===== config.mk =====
export PLATFORM = sky130hd
export DESIGN_NAME = pocket_seq_flat
export DESIGN_NICKNAME = d
export VERILOG_FILES = /design/src/rtl/pocket_seq_if.sv /design/src/rtl/pocket_seq.sv /design/src/flat_wrapper.sv
export SDC_FILE = /design/constraint.sdc
export NUM_CORES = 1
export LEC_CHECK = 0
export ABC_AREA = 1
export CORE_MARGIN = 4
export CORE_UTILIZATION = 65
export DETAILED_ROUTE_END_ITERATION = 10
export GPL_TIMING_DRIVEN = 0
export HOLD_SLACK_MARGIN = 0.08
export PLACE_DENSITY = 0.85
export REMOVE_ABC_BUFFERS = 1
export SLEW_MARGIN = 20
export SYNTH_ARGS = -nofsm -noshare
export SYNTH_HDL_FRONTEND = slang
export SYNTH_SLANG_ARGS = --single-unit

===== constraint.sdc =====
create_clock -name clk -period 3.7 [get_ports clk]
set_input_delay 0.74 -clock clk [delete_from_list [all_inputs] [get_ports clk]]
set_output_delay 0.74 -clock clk [all_outputs]
set_load 0.05 [all_outputs]

===== src/rtl/pocket_seq_if.sv =====
// pocket_seq_if: control, pattern-write and playback bus of the step sequencer
//   start/stop/len      playback control (master -> sequencer)
//   wr_en/wr_addr/wr_data pattern memory write port (master -> sequencer)
//   keys/playing/step_idx/step_tick/done playback status (sequencer -> master)
interface pocket_seq_if;
    logic       start;
    logic       stop;
    logic [3:0] len;
    logic       wr_en;
    logic [3:0] wr_addr;
    logic [3:0] wr_data;
    logic [3:0] keys;
    logic       playing;
    logic [3:0] step_idx;
    logic       step_tick;
    logic       done;
    modport master (output start, stop, len, wr_en, wr_addr, wr_data,
                    input keys, playing, step_idx, step_tick, done);
    modport slave (input start, stop, len, wr_en, wr_addr, wr_data,
                   output keys, playing, step_idx, step_tick, done);
endinterface


===== src/rtl/pocket_seq.sv =====
// pocket_seq: step sequencer playing 4-bit key masks from a 16x4 pattern memory
//   clk, rst_n (sync, active-low); bus: pocket_seq_if.slave (control, write port, status)
//   POCKET_SEQ_LOOP_EN: wrap to step 0 after the last step instead of ending with done
module pocket_seq #(
    parameter int CLK_FREQ = 50_000_000,
    parameter int STEP_MS  = 250,
    parameter int GATE_PCT = 75
) (
    input logic         clk,
    input logic         rst_n,
    pocket_seq_if.slave bus
);
    localparam logic [31:0] STEP_CYCLES = 32'(CLK_FREQ / 1000 * STEP_MS);
    localparam logic [31:0] GATE_CYCLES = STEP_CYCLES * 32'(GATE_PCT) / 32'd100;
    localparam bit          GAP         = GATE_CYCLES < STEP_CYCLES;
    typedef enum logic {IDLE, PLAY} state_t;
    state_t      state, state_nx;
    logic [3:0]  mem [16];
    logic [31:0] cnt, cnt_nx;
    logic [3:0]  idx_q, idx_nx, len_q, len_nx, keys_q, keys_nx, idx_inc;
    logic        tick_q, tick_nx, done_q, done_nx;
    assign idx_inc       = idx_q + 4'd1;
    assign bus.keys      = keys_q;
    assign bus.playing   = state == PLAY;
    assign bus.step_idx  = idx_q;
    assign bus.step_tick = tick_q;
    assign bus.done      = done_q;
    always_comb begin
        state_nx = state;
        cnt_nx   = '0;
        idx_nx   = idx_q;
        len_nx   = len_q;
        keys_nx  = '0;
        tick_nx  = 1'b0;
        done_nx  = 1'b0;
        // stop outranks start, and start outranks the end-of-run transition
        if (bus.stop) begin
            state_nx = IDLE;
        end else if (bus.start) begin
            state_nx = PLAY;
            idx_nx   = '0;
            len_nx   = bus.len;
            keys_nx  = mem[0];
            tick_nx  = 1'b1;
        end else if (state == PLAY) begin
            cnt_nx  = cnt + 32'd1;
            keys_nx = keys_q;
            if (cnt == STEP_CYCLES - 32'd1) begin
                cnt_nx = '0;
                if (idx_q < len_q) begin
                    idx_nx  = idx_inc;
                    keys_nx = mem[idx_inc];
                    tick_nx = 1'b1;
                end else begin
`ifdef POCKET_SEQ_LOOP_EN
                    idx_nx  = '0;
                    keys_nx = mem[0];
                    tick_nx = 1'b1;
`else
                    state_nx = IDLE;
                    keys_nx  = '0;
                    done_nx  = 1'b1;
`endif
                end
            end else if (GAP && cnt == GATE_CYCLES - 32'd1) begin
                keys_nx = '0;
            end
        end
    end
    always_ff @(posedge clk) begin
        if (!rst_n) begin
            state  <= IDLE;
            cnt    <= '0;
            idx_q  <= '0;
            len_q  <= '0;
            keys_q <= '0;
            tick_q <= 1'b0;
            done_q <= 1'b0;
        end else begin
            state  <= state_nx;
            cnt    <= cnt_nx;
            idx_q  <= idx_nx;
            len_q  <= len_nx;
            keys_q <= keys_nx;
            tick_q <= tick_nx;
            done_q <= done_nx;
        end
    end
    // a write landing on the step being loaded is seen only on the next visit
    always_ff @(posedge clk) begin
        if (!rst_n) begin
            for (int i = 0; i < 16; i++) mem[i] <= '0;
        end else if (bus.wr_en) begin
            mem[bus.wr_addr] <= bus.wr_data;
        end
    end
endmodule


===== src/flat_wrapper.sv =====
// flat-port wrapper written by rule: the top's interface ports become plain ports
module pocket_seq_flat 
#(
    parameter int CLK_FREQ = 50_000_000,
    parameter int STEP_MS  = 250,
    parameter int GATE_PCT = 75
)
  (clk, rst_n, bus_start, bus_stop, bus_len, bus_wr_en, bus_wr_addr, bus_wr_data, bus_keys, bus_playing, bus_step_idx, bus_step_tick, bus_done);
  pocket_seq_if bus_i ();
  input logic clk;
  input logic rst_n;
  input wire logic [$bits(bus_i.start)-1:0] bus_start;
  input wire logic [$bits(bus_i.stop)-1:0] bus_stop;
  input wire logic [$bits(bus_i.len)-1:0] bus_len;
  input wire logic [$bits(bus_i.wr_en)-1:0] bus_wr_en;
  input wire logic [$bits(bus_i.wr_addr)-1:0] bus_wr_addr;
  input wire logic [$bits(bus_i.wr_data)-1:0] bus_wr_data;
  output wire logic [$bits(bus_i.keys)-1:0] bus_keys;
  output wire logic [$bits(bus_i.playing)-1:0] bus_playing;
  output wire logic [$bits(bus_i.step_idx)-1:0] bus_step_idx;
  output wire logic [$bits(bus_i.step_tick)-1:0] bus_step_tick;
  output wire logic [$bits(bus_i.done)-1:0] bus_done;
  assign bus_i.start = bus_start;
  assign bus_i.stop = bus_stop;
  assign bus_i.len = bus_len;
  assign bus_i.wr_en = bus_wr_en;
  assign bus_i.wr_addr = bus_wr_addr;
  assign bus_i.wr_data = bus_wr_data;
  assign bus_keys = bus_i.keys;
  assign bus_playing = bus_i.playing;
  assign bus_step_idx = bus_i.step_idx;
  assign bus_step_tick = bus_i.step_tick;
  assign bus_done = bus_i.done;
  pocket_seq #(.CLK_FREQ(CLK_FREQ), .STEP_MS(STEP_MS), .GATE_PCT(GATE_PCT)) u_core (.clk(clk), .rst_n(rst_n), .bus(bus_i));
endmodule

==> metrics.txt <==
status=complete, no violations; Yosys reg bits=111; f_max=315 MHz; CP max stage cell=clkdlybuf4s50_1; Avg WL per Cell=14.5 um; Final nets=807; Reg2Reg Launch Point=u_core.bus.step_idx[0]; share of layout cells above drive strength 1=0.0658; Post-DP HPWL=9.53 mm; Avg Cell Area, Syn=7.53 um^2; die height=102 um; multi-input logic area=2530 um^2; Leak=2.43 nW; post-synthesis sequential area ratio=0.495; die width=102 um; min-delay src=u_core.len_q[2]; dominant synthesized flop cell=edfxtp_1; top-count cell post-synth=nand2_1; H-tree Lvls=3; Overflow after GRT=0; Vias/cell=5.53; first drt pass iteration count=7; Commonest cells post-synth=nand2_1, nor2_1, inv_1; maxcap violations=0; Reg clk slew, reported paths=0.11 ns; fin crit share=0.858; Pwr Density=386 nW/um^2; Post-synth EDFFs=64; CP startpoint=rst_n; Layout Skew=0.0164 ns; M1 GR Usage=0.340; worst path buffer plus inverter count=3; grt met2 use=0.465; Slew Limit Fails=0; GRT Max-Usage Layer=met2; Slew @ Worst Pin=0.993 ns; Hold Vio Cnt, Final=0; Port Buffers=27; Worst EP required=3.99 ns; gr usage total=0.265; vias in the first global route=4702; Area growth, synth to finish=9.40%; Post-DRT Antenna Nets=0; CP Class=input pin to flip-flop; first-pass GRT wire length=21.8 mm; CTS tree=done; # setup viols final=0; core box area=8680 um^2; Max stage delay on crit path=1.13 ns; Post-Synthesis Cells=768; WL final=13.0 mm; Critical Path, Cell by Cell=clkdlybuf4s50_1 -> inv_2 -> nor2_1 -> inv_1 -> nor2_1 -> nand3_2 -> nor3b_1; number of diodes=0; post-cts sizing count=0; Initial Util=0.666; # fillers=682; setup repair bufs after CTS=0; RSZ-0062 raised after global routing=false; crit path time final=3.18 ns; DRT iter0 DRCs=325; die area=10500 um^2; Critical Path AT=3.47 ns; IO Count=28; largest cells by area after synthesis=edfxtp_1, dfxtp_1, nand2_1; CTS Buf Count=9; Startpoint Class=input pin; crit-path max FO=32; clk root buf=clkbuf_8; Post-synth ARST share=0; post-synth top area share=0.333; Cell variety after synth=36; CTS sink count=111; global placer's final weighted congestion=0.914; register area=2860 um^2; worst vdd ir=362 uV; post-synthesis cell area=5780 um^2; clock buffer depth=2; Crit. End Element=flip-flop; hold crit path type=flip-flop to flip-flop; Slew HR=0.336; total number of vias=4964; Cell Rows=34; DRC=0; clock latency on the worst-skew pair=0.38 ns; largest net degree at the start of global routing=38; initial antenna violation count=0; Crit path top cell by count=nor2_1; total power=2.44 mW; Top Family by Delay on Critical Path=buffers and inverters; cts hold-fix bufs=0; Ys Warns=0; GRT met3 Usage=0.0478; largest area contributor in the netlist=edfxtp_1; post-route setup TNS=0 ns
## metal layers
layer | wire [um] | part of all wire
met1 | 5390 | 0.41
met2 | 6530 | 0.50
met3 | 866 | 0.067
met4 | 221 | 0.017
met5 | 0 | 0
## sequential cells by signal, indices dropped and copies added (netlist names)
| register | flops |
|---|---|
| u_core.bus.done | 1 |
| u_core.len_q | 4 |
| u_core.bus.step_tick | 1 |
| u_core.mem | 64 |
| u_core.bus.step_idx | 4 |
| u_core.cnt | 32 |
| u_core.bus.playing | 1 |
| u_core.bus.keys | 4 |
## power by group
group / total [mW] / internal, mW / switching (mW)
registers: 1.38 / 1.35 / 0.0263
clock network: 0.816 / 0.342 / 0.474
logic: 0.248 / 0.0803 / 0.168
## cell families after synthesis
kind of cell	Yosys count	share of synthesized area
compound gates	42	0.0407
simple gates	502	0.370
xor+xnor	10	0.0165
fa+ha+maj	5	0.0108
flops	111	0.495
buf+inv	98	0.0665
## layout make-up
type / instances / area share
flip-flops and latches: 111 / 0.453
well taps: 108 / 0.0214
multi-input cells: 559 / 0.401
repair buffers: 27 / 0.0427
clock buffers: 9 / 0.0196
inverters: 77 / 0.0457
clock inverters: 7 / 0.0170
## path summary, 6_finish.rpt
path / to / slack, ns / cells after the start
setup / recovery: u_core.cnt[2] / 0.52 / 7
hold / removal: u_core.len_q[2] / 0.47 / 2
setup reg to reg: u_core.bus.keys[2] / 1.18 / 9
hold reg to reg: u_core.len_q[2] / 0.47 / 2
## layout by cell type (no fill, tap or decap), drive strengths merged, types with 4 or more instances in the layout
cell type      Yosys  final
nand3             65     65
xor2               8      8
nor3              17     17
edfxtp            64     64
nand4              8      8
nor4               4      4
clkdlybuf4s50      0     27
ha                 5      5
dfxtp             47     47
clkbuf             7      9
inv               77     80
or2                4      4
a21oi             28     28
o21ai             10     10
nor2             154    154
nand2            248    248
## stage by stage
| step | utilization | setup slack (ns) | hold WS, ns | std cells | area (um^2) |
|---|---|---|---|---|---|
| finish | 0.729 | 0.525 | 0.471 | 898 | 6320 |
| global route | 0.729 | 0.297 | 0.501 | 898 | 6320 |
| CTS | 0.729 | 0.511 | 0.474 | 898 | 6320 |
| detailed placement | 0.702 | 0.123 | 0.457 | 882 | 6090 |
| global placement | 0.702 | 0.183 | 0.444 | 882 | 6090 |
| floorplan | - | 1.15 | 0.433 | 747 | 5680 |
## tightest hold or removal path, cell delays in order (launching register included)
cell	delay, ns
dfxtp_1	0.32
inv_1	0.06
a21oi_1	0.06
(Power assumes the default switching activity.)
